### src/rtl/cluster_periph_arb_pkg.sv
// cluster_periph_arb_pkg: shared index/occupancy types for the cluster peripheral arbiter
package cluster_periph_arb_pkg;
    localparam int MAX_REQ = 16;
    localparam int IDX_W   = $clog2(MAX_REQ);
    localparam int OCC_W   = 8;

    typedef logic [IDX_W-1:0] idx_t;
    typedef logic [OCC_W-1:0] occ_t;

    // (p + i) mod n for p < n and 0 <= i < n
    function automatic idx_t wrap_add(idx_t p, int i, int n);
        int s;
        s = int'(p) + i;
        return idx_t'(s >= n ? s - n : s);
    endfunction
endpackage

### src/rtl/periph_arb_idx_fifo.sv
// periph_arb_idx_fifo: in-order record of which requester owns each outstanding transaction
module periph_arb_idx_fifo
    import cluster_periph_arb_pkg::*;
#(
    parameter int DEPTH = 2
) (
    input  logic clk,
    input  logic rst,
    input  logic push,
    input  logic pop,
    input  idx_t din,
    output idx_t dout,
    output logic full,
    output logic empty
);
    localparam int AW = $clog2(DEPTH);

    idx_t          mem [DEPTH];
    logic [AW-1:0] wr_q;
    logic [AW-1:0] rd_q;
    occ_t          cnt_q;
    logic          do_push;
    logic          do_pop;

    assign do_pop  = pop & ~empty;
    // a pop in the same cycle frees the slot, so a full FIFO can still accept
    assign do_push = push & (~full | do_pop);
    assign full    = cnt_q == occ_t'(DEPTH);
    assign empty   = cnt_q == '0;
    assign dout    = mem[rd_q];

    always_ff @(posedge clk) begin
        if (rst) begin
            wr_q  <= '0;
            rd_q  <= '0;
            cnt_q <= '0;
        end else begin
            if (do_push) begin
                mem[wr_q] <= din;
                wr_q      <= wr_q + 1'b1;
            end
            if (do_pop)
                rd_q <= rd_q + 1'b1;
            cnt_q <= cnt_q + occ_t'(do_push) - occ_t'(do_pop);
        end
    end
endmodule

### src/rtl/cluster_periph_arbiter.sv
// cluster_periph_arbiter: round-robin arbiter from cluster requesters onto one peripheral slave,
// routing in-order responses back to the requester that issued each transaction.
module cluster_periph_arbiter
    import cluster_periph_arb_pkg::*;
#(
    parameter int NB_REQ     = 4,
    parameter int ID_WIDTH   = 5,
    parameter int FIFO_DEPTH = 2
) (
    input  logic                             clk_i,
    input  logic                             rst_i,
    input  logic [NB_REQ-1:0]                req_i,
    input  logic [NB_REQ-1:0][31:0]          add_i,
    input  logic [NB_REQ-1:0]                wen_i,
    input  logic [NB_REQ-1:0][31:0]          wdata_i,
    input  logic [NB_REQ-1:0][3:0]           be_i,
    input  logic [NB_REQ-1:0][ID_WIDTH-1:0]  id_i,
    output logic [NB_REQ-1:0]                gnt_o,
    output logic [NB_REQ-1:0]                r_valid_o,
    output logic [31:0]                      r_rdata_o,
    output logic                             r_opc_o,
    output logic [ID_WIDTH-1:0]              r_id_o,
    output logic                             slv_req_o,
    output logic [31:0]                      slv_add_o,
    output logic                             slv_wen_o,
    output logic [31:0]                      slv_wdata_o,
    output logic [3:0]                       slv_be_o,
    output logic [ID_WIDTH-1:0]              slv_id_o,
    input  logic                             slv_gnt_i,
    input  logic                             slv_r_valid_i,
    input  logic [31:0]                      slv_r_rdata_i,
    input  logic                             slv_r_opc_i,
    input  logic [ID_WIDTH-1:0]              slv_r_id_i,
    output logic                             err_o
);
    idx_t ptr_q;
    idx_t sel;
    idx_t head;
    logic full;
    logic empty;
    logic hs;
    logic pop;
    logic err_q;

    always_comb begin
        sel = ptr_q;
        // farthest distance first so the nearest active requester at or after ptr_q wins
        for (int i = NB_REQ - 1; i >= 0; i--)
            for (int k = 0; k < NB_REQ; k++)
                if (req_i[k] && wrap_add(ptr_q, i, NB_REQ) == idx_t'(k))
                    sel = idx_t'(k);
    end

    always_comb begin
        slv_add_o   = '0;
        slv_wen_o   = 1'b0;
        slv_wdata_o = '0;
        slv_be_o    = '0;
        slv_id_o    = '0;
        for (int k = 0; k < NB_REQ; k++)
            if (sel == idx_t'(k)) begin
                slv_add_o   = add_i[k];
                slv_wen_o   = wen_i[k];
                slv_wdata_o = wdata_i[k];
                slv_be_o    = be_i[k];
                slv_id_o    = id_i[k];
            end
    end

    assign slv_req_o = ~rst_i & (|req_i) & ~full;
    assign hs        = slv_req_o & slv_gnt_i;
    assign pop       = ~rst_i & slv_r_valid_i & ~empty;

    always_comb begin
        gnt_o     = '0;
        r_valid_o = '0;
        for (int k = 0; k < NB_REQ; k++) begin
            gnt_o[k]     = hs && sel == idx_t'(k);
            r_valid_o[k] = pop && head == idx_t'(k);
        end
    end

    assign r_rdata_o = slv_r_valid_i ? slv_r_rdata_i : '0;
    assign r_opc_o   = slv_r_valid_i ? slv_r_opc_i : 1'b0;
    assign r_id_o    = slv_r_valid_i ? slv_r_id_i : '0;
    assign err_o     = err_q;

    always_ff @(posedge clk_i) begin
        if (rst_i) begin
            ptr_q <= '0;
            err_q <= 1'b0;
        end else begin
            if (hs)
                ptr_q <= wrap_add(sel, 1, NB_REQ);
            if (slv_r_valid_i && empty)
                err_q <= 1'b1;
        end
    end

    periph_arb_idx_fifo #(.DEPTH(FIFO_DEPTH)) u_idx_fifo (
        .clk   (clk_i),
        .rst   (rst_i),
        .push  (hs),
        .pop   (pop),
        .din   (sel),
        .dout  (head),
        .full  (full),
        .empty (empty)
    );
endmodule

### config.mk
export PLATFORM = sky130hd
export DESIGN_NAME = cluster_periph_arbiter
export DESIGN_NICKNAME = d
export VERILOG_FILES = /design/src/rtl/cluster_periph_arb_pkg.sv /design/src/rtl/periph_arb_idx_fifo.sv /design/src/rtl/cluster_periph_arbiter.sv
export SDC_FILE = /design/constraint.sdc
export NUM_CORES = 1
export LEC_CHECK = 0
export CORE_AREA = 4 4 178 180
export CTS_BUF_LIST = sky130_fd_sc_hd__clkbuf_8
export DETAILED_ROUTE_END_ITERATION = 16
export DIE_AREA = 0 0 182 184
export SETUP_SLACK_MARGIN = 0.05
export SYNTH_ARGS = -nofsm -noshare
export SYNTH_HDL_FRONTEND = slang
export SYNTH_SLANG_ARGS = --single-unit
### constraint.sdc
create_clock -name clk_i -period 5.65 [get_ports clk_i]
set_input_delay 1.13 -clock clk_i [delete_from_list [all_inputs] [get_ports clk_i]]
set_output_delay 1.13 -clock clk_i [all_outputs]
set_load 0.02 [all_outputs]
Yosys cells after proc, flatten, opt, wreduce, memory -nomap -nowiden
Memory sizes are Yosys's and may differ from the RTL's. A register that Yosys moved wholly into a read port is not among the register bits.
Cells that the tools add are included.
{"block": "classes", "n_bitwise": 11, "muxes": 49, "magnitude_cmp": 5, "n_reduce_logical": 33, "n_addsub": 13, "eq_ne": 19}
{"op": "$mux 32", "count": 9}
{"op": "$mux 4", "count": 25}
{"op": "$eq 4x2->1 const B", "count": 12}
{"op": "$logic_and 1x1->1", "count": 25}
{"op": "$mux 5", "count": 5}
{"op": "$eq 4x1->1 const B", "count": 6}
{"op": "$logic_not 4->1", "count": 6}
{"op": "$ge 5x3->1 const B", "count": 4}
{"op": "$sub 4x3->4 const B", "count": 5}
{"op": "$add 4x1->5 const B", "count": 2}
{"op": "$add 4x2->5 const B", "count": 2}
{"op": "$mux 1", "count": 10}
{"op": "$add 8x1->8", "count": 1}
{"op": "$eq 8x2->1 const B", "count": 1}
{"op": "$logic_not 8->1", "count": 1}
{"op": "$sub 8x1->8", "count": 1}
{"op": "$and 1x1->1", "count": 7}
{"op": "$ge 4x3->1 const B", "count": 1}
{"op": "$reduce_or 4->1", "count": 1}
{"op": "$not 1->1", "count": 3}
{"op": "$add 1x1->1 const B", "count": 2}
{"op": "$or 1x1->1", "count": 1}
{"block": "totals", "memories": 1, "ram_bits": 8, "in_bits": 342, "output_inout_bits": 122, "regBits": 15, "elab_cells": 136}
{"name": "u_idx_fifo.mem", "words": 2, "width": 4, "rd": 1, "rd_clocked_by_memory_dff": 1, "write_ports": 1, "line_no": "periph_arb_idx_fifo.sv:18", "source": "idx_t mem [DEPTH];"}

Longest topological paths before layout
Gate-level depths: netlist of run 1.
{"block": "depth", "depth_word": 26, "depth_mapped": 23, "depth_no_buf": 20}

By module
A second synthesis of run 1 with hierarchy kept.
{"block": "hier_totals", "hier_cells": 728, "area_unflattened_um2": 4790.8}
{"module": "cluster_periph_arbiter", "n_inst": 1, "area_per_inst_um2": 3767.4, "seq_area_each_um2": 100.1, "cells_per_inst": 633}
{"module": "periph_arb_idx_fifo", "n_inst": 1, "area_per_inst_um2": 1023.5, "seq_area_each_um2": 460.4, "cells_per_inst": 95}

Worst setup path after synthesis of run 1
No wires, ideal clock.
{"block": "synth_path", "path_kind": "flip-flop to output port", "start": "reg ptr_q[1]", "end": "out slv_add_o[11]", "t_required_ps": 4520, "path_slack_ps": 387, "t_arrival_ps": 4133, "path_stages_with_launch": 24, "path_buffers": 3, "path_cell_list": "dfxtp_1 -> buf_2 -> inv_1 -> ha_1 -> a21oi_2 -> xnor2_1 -> ha_1 -> nand2b_1 -> a211o_1 -> a2111oi_1 -> a211oi_1 -> a211oi_1 -> o21ai_1 -> inv_1 -> ha_1 -> nor2b_1 -> clkbuf_1 -> buf_1 -> a22oi_1 -> nor2_1 -> a21oi_1 -> nor2_1 -> a21oi_1 -> nor2_1"}
{"block": "synth_via", "elab_chain_len": 26, "word_cells_on_any_way": 71, "classes_between": "add/sub (7); order compare (4); eq/ne (15); mux (24); reduce/logical (21)"}
{"item": "start: declaration", "line_no": "cluster_periph_arbiter.sv:36", "source": "idx_t ptr_q;"}
{"item": "start signal: assignment", "line_no": "cluster_periph_arbiter.sv:94", "source": "ptr_q <= wrap_add(sel, 1, NB_REQ);"}
{"item": "$add 4x2->5", "line_no": "cluster_periph_arb_pkg.sv:13", "source": "s = int'(p) + i;"}
{"item": "$sub 4x3->4 or $ge 5x3->1 (tied branches)", "line_no": "cluster_periph_arb_pkg.sv:14", "source": "return idx_t'(s >= n ? s - n : s);"}
{"item": "$mux 4", "line_no": "cluster_periph_arb_pkg.sv:14"}
{"item": "$logic_not 4->1", "line_no": "cluster_periph_arbiter.sv:50", "source": "if (req_i[k] && wrap_add(ptr_q, i, NB_REQ) == idx_t'(k))"}
{"item": "$logic_and 1x1->1", "line_no": "cluster_periph_arbiter.sv:50"}
{"item": "$mux 4 (15 in series)", "line_no": "cluster_periph_arbiter.sv:50"}
{"item": "$mux 4 (*)", "line_no": "cluster_periph_arbiter.sv:50"}
{"item": "via sel[1]", "line_no": "cluster_periph_arbiter.sv:37", "source": "idx_t sel;"}
{"item": "$logic_not 4->1", "line_no": "cluster_periph_arbiter.sv:61", "source": "if (sel == idx_t'(k)) begin"}
{"item": "$mux 32 (3 in series)", "line_no": "cluster_periph_arbiter.sv:61"}
{"item": "$mux 32 (*)", "line_no": "cluster_periph_arbiter.sv:61"}
{"item": "end: declaration", "line_no": "cluster_periph_arbiter.sv:24", "source": "output logic [31:0] slv_add_o,"}
The timed path passes the listed nets; every way through them passes the cells marked *.

Worst setup path in the final report of run 1
{"block": "layout_path", "start": "reg ptr_q[1]", "end": "out slv_add_o[4]"}
The elaborated chain is that of the path after synthesis.

==> results of run 1 <==
[metrics by stage]
step,setup WS (ns),hold slack (ns),cell area [um2]
4_1_cts,-0.127,0.537,10300
5_1_grt,0.00811,0.558,10400
3_3_place_gp,-0.303,0.486,10300
3_5_place_dp,-0.363,0.513,10300
2_1_floorplan,0.387,0.472,4810
6_report,0.260,0.527,10400
[layer usage]
layer	up-vias	GRT usage	wire length [um]
li1	3779	-	-
met1	3379	0.178	11100
met2	332	0.268	14100
met3	30	0.0283	2060
met4	0	0.0339	535
met5	-	0	0
[power by group through the flow]
stage	clock (mW)	combinational, mW	sequential (mW)
floorplan	0	2.68	0.248
global placement	0	4.89	0.257
detailed placement	0	4.90	0.258
CTS	0.105	4.65	0.254
global route	0.110	5.10	0.262
finish	0.101	4.64	0.256
[flip-flops by register name (all words and copies together), names as in the netlist, named ones only]
signal,flops
err_o,1
ptr_q,4
u_idx_fifo.cnt_q,8
u_idx_fifo.mem,8
u_idx_fifo.rd_q,1
u_idx_fifo.wr_q,1
[cells in the final DEF (no fill, tap or decap), types with 5 or more instances in the layout]
cell             Yosys  routed
a21oi_1            165     158
a21oi_2              2       9
a22oi_1             74      74
a31oi_1              5       5
and2_1              41      41
buf_12               0      12
buf_4                3      61
clkbuf_2             1      32
clkdlybuf4s15_1      0       6
clkdlybuf4s50_1      0     387
dfxtp_1             16      13
dlygate4sd2_1        0      24
dlymetal6s2s_1       0      13
edfxtp_1             8       8
ha_1                24      19
inv_1               24      24
nand2_1             19      19
nand2b_1             5       5
nand3_1              5       5
nor2_1             257     257
nor3b_1              6       6
o21ai_0             10       9
o22ai_1              5       5
xnor2_1              8       8
xor2_1               6       6
[cell families after synthesis]
group                      count (synthesis)  synth area share
AOI/OAI and AO/OA                        295             0.377
xor gates and xnor gates                  14            0.0255
adders and majority gates                 25            0.0666
buffers and inverters                     99            0.0861
DFF                                       24             0.117
muxes                                      3           0.00624
and+or+nand+nor                          356             0.322
[critical path: cells and delay by family, from the launching register on]
family | cells | cell delay (ns)
buffers and inverters | 5 | 0.75
AO/OA/AOI/OAI | 7 | 1.40
flip-flops | 1 | 0.38
XOR/XNOR | 1 | 0.10
AND/OR/NAND/NOR | 6 | 0.75
adder cells (fa/ha/maj) | 3 | 0.60
[repair_timing]
item | CTS | global route
setup endpoints to repair | 74 | 76
pin swaps | 0 | 6
hold buffers | 0 | 0
buffers inserted | 0 | 5
resized for setup | 71 | 110
[cell type report]
type | count | share of cell area
timing repair buffer | 540 | 0.501
multi-input combinational | 693 | 0.383
sequential | 24 | 0.0544
tap | 396 | 0.0475
inverter | 25 | 0.00924
clock buffer | 3 | 0.00396
antenna | 2 | 0.000480
clock inverter | 1 | 0.000360
[final timing paths]
path / from / end / slack, ns / cells after the start
worst max register to register: ptr_q[1] / ptr_q[2] / 1.72 / 19
worst min-delay path: u_idx_fifo.rd_q / u_idx_fifo.rd_q / 0.53 / 2
worst min register to register: u_idx_fifo.rd_q / u_idx_fifo.rd_q / 0.53 / 2
worst max-delay path: ptr_q[1] / slv_add_o[4] / 0.26 / 22
==> flow_results.xml, run 1 <==
<?xml version="1.0" encoding="UTF-8"?>
<metrics>
  <group name="place">
    <metric name="place_hpwl" unit="um">23400</metric>
    <metric name="gp_congestion" unit="">0.889</metric>
    <metric name="numPortBuffers" unit="">463</metric>
    <metric name="dpl.cell_count" unit="">1673</metric>
  </group>
  <group name="power_and_ir_drop">
    <metric name="power_leakage" unit="nW">4.43</metric>
    <metric name="worst_vdd_drop" unit="V">0.000266</metric>
    <metric name="power_frac_seq" unit="">0.051</metric>
    <metric name="power.clock.fraction" unit="">0.020</metric>
    <metric name="report.power.total" unit="mW">5.00</metric>
    <metric name="internal_power" unit="mW">2.26</metric>
    <metric name="power.net_switching" unit="mW">2.74</metric>
    <metric name="p_per_area" unit="nW/um2">480</metric>
    <metric name="switching_share" unit="">0.549</metric>
    <metric name="comb_power_share" unit="">0.929</metric>
  </group>
  <group name="drt">
    <metric name="totalWireLength" unit="um">27700</metric>
    <metric name="starting_drt_drc_count" unit="">413</metric>
    <metric name="via_count" unit="">7520</metric>
    <metric name="ant_nets" unit="">0</metric>
    <metric name="route.detailed.drc" unit="">0</metric>
    <metric name="drt-wirelength-per-cell" unit="um">16.5</metric>
    <metric name="detailedRoute.firstPassIterationCount" unit="">5</metric>
    <metric name="vias_per_cell" unit="">4.47</metric>
  </group>
  <group name="clock_network">
    <metric name="clock_insertion_delay_worst_skew" unit="ns">0.26</metric>
    <metric name="clk_pin_slew" unit="ns">0.08</metric>
    <metric name="cts_tree" unit="">built</metric>
    <metric name="cts_inserted_buffers" unit="">3</metric>
    <metric name="numClockSinks" unit="">24</metric>
    <metric name="clockBufferDepth" unit="">2</metric>
    <metric name="cts-root-buf" unit="">clkbuf_8</metric>
    <metric name="cts-htree-levels" unit="">1</metric>
  </group>
  <group name="global_routing">
    <metric name="grt_pass1_vias" unit="">7236</metric>
    <metric name="grt_usage" unit="">0.147</metric>
    <metric name="grt_antenna_before_repair" unit="">2</metric>
    <metric name="maximum_number_of_pins_on_one_net_before_global_route_repair" unit="">53</metric>
    <metric name="grt_pass1_wl" unit="um">39800</metric>
    <metric name="grt_remaining_overflow" unit="">0</metric>
  </group>
  <group name="timing">
    <metric name="finalWorstPathRequiredPeriod" unit="ns">5.39</metric>
    <metric name="max_freq" unit="GHz">0.186</metric>
    <metric name="grt_setup_unrepaired" unit="">no</metric>
    <metric name="hold_viol" unit="">0</metric>
    <metric name="min_period_over_period" unit="">0.954</metric>
    <metric name="slew-limit-headroom" unit="">0.654</metric>
    <metric name="fin_skew" unit="ns">0.00340</metric>
    <metric name="max_transition_viols_final" unit="">0</metric>
    <metric name="setup_viol" unit="">0</metric>
    <metric name="setup-tns-final" unit="ns">0</metric>
    <metric name="worst_margin_pin_slew" unit="ns">0.516</metric>
  </group>
  <group name="logic_synthesis">
    <metric name="ys_warn_count" unit="">0</metric>
    <metric name="synth_area" unit="um2">4810</metric>
    <metric name="postSynthAreaPerCell" unit="um2">5.89</metric>
    <metric name="synth-async-reset-ratio" unit="">0</metric>
    <metric name="ys_top_cells_by_count" unit="">nor2_1 (257), a21oi_1 (165), a22oi_1 (74)</metric>
    <metric name="yosys_register_bits" unit="">24</metric>
    <metric name="yosysSeqAreaShare" unit="">0.117</metric>
    <metric name="yosys.cell_types.count" unit="">57</metric>
    <metric name="ys_top_cells_by_area" unit="">nor2_1 (20%), a21oi_1 (17%), a22oi_1 (12%)</metric>
    <metric name="syn_inst" unit="">816</metric>
    <metric name="synth_fp_nets" unit="">1183</metric>
    <metric name="synth_top_area_cell" unit="">nor2_1</metric>
    <metric name="synthFlopType" unit="">dfxtp_1</metric>
    <metric name="edff_count_synth" unit="">8</metric>
    <metric name="yosys.area.top_type_share" unit="">0.201</metric>
    <metric name="synth_most_common_cell" unit="">nor2_1</metric>
  </group>
  <group name="critical_path">
    <metric name="crit_required" unit="ns">4.52</metric>
    <metric name="cp_slowest_stage_delay" unit="ns">0.38</metric>
    <metric name="critPathLaunchType" unit="">flop</metric>
    <metric name="worstPathMaxFanout" unit="">12</metric>
    <metric name="timing.critical_path.to_type" unit="">output port</metric>
    <metric name="timing.critical_path.slowest_stage_cell" unit="">dfxtp_4</metric>
    <metric name="crit_top_cell" unit="">nor2_1</metric>
    <metric name="worst_ep_arrival_time" unit="ns">4.26</metric>
    <metric name="crit_path_cell_trace" unit="">inv_1, ha_1, a21oi_2, xnor2_1, ha_1, nand2b_1, a211o_1, a2111oi_4, and4b_1, o21ai_4, inv_1, ha_2, nor2b_4, buf_12, buf_4, a22oi_1, nor2_1, a21oi_1, nor2_1, a21oi_2, nor2_1, dlygate4sd2_1</metric>
    <metric name="path_type_of_the_worst_setup_path" unit="">reg2out</metric>
  </group>
  <group name="job">
    <metric name="drv_cap" unit="">0</metric>
  </group>
  <group name="finish">
    <metric name="final_nets" unit="">1654</metric>
    <metric name="post-route-util" unit="">0.345</metric>
    <metric name="finish.cell_count_without_fillers" unit="">1684</metric>
    <metric name="areaGrowthSynthToFinish" unit="%">117</metric>
    <metric name="final.fill_count" unit="">3198</metric>
    <metric name="layout.area.seq" unit="um2">567</metric>
    <metric name="drive_gt1_frac" unit="">0.111</metric>
    <metric name="area_of_the_multi_input_gates" unit="um2">3990</metric>
  </group>
  <group name="worst_hold_path">
    <metric name="holdCritPathClass" unit="">reg2reg</metric>
  </group>
  <group name="floorplan">
    <metric name="rows" unit="">64</metric>
    <metric name="area_of_the_core" unit="um2">30200</metric>
    <metric name="initial_utilization" unit="">0.159</metric>
    <metric name="die_boundary_width" unit="um">182</metric>
    <metric name="die_area" unit="um2">33500</metric>
    <metric name="fp.dieH" unit="um">184</metric>
    <metric name="ios" unit="">464</metric>
  </group>
  <group name="status">
    <metric name="status" unit="">finished clean</metric>
  </group>
</metrics>
(Power assumes the default switching activity.)
==> run 2, diff against run 1 <==
Settings changed: CAP_MARGIN set to 0.
==> results of run 2 <==
No change in the layout: final DEF, timing and power equal those of run 1.
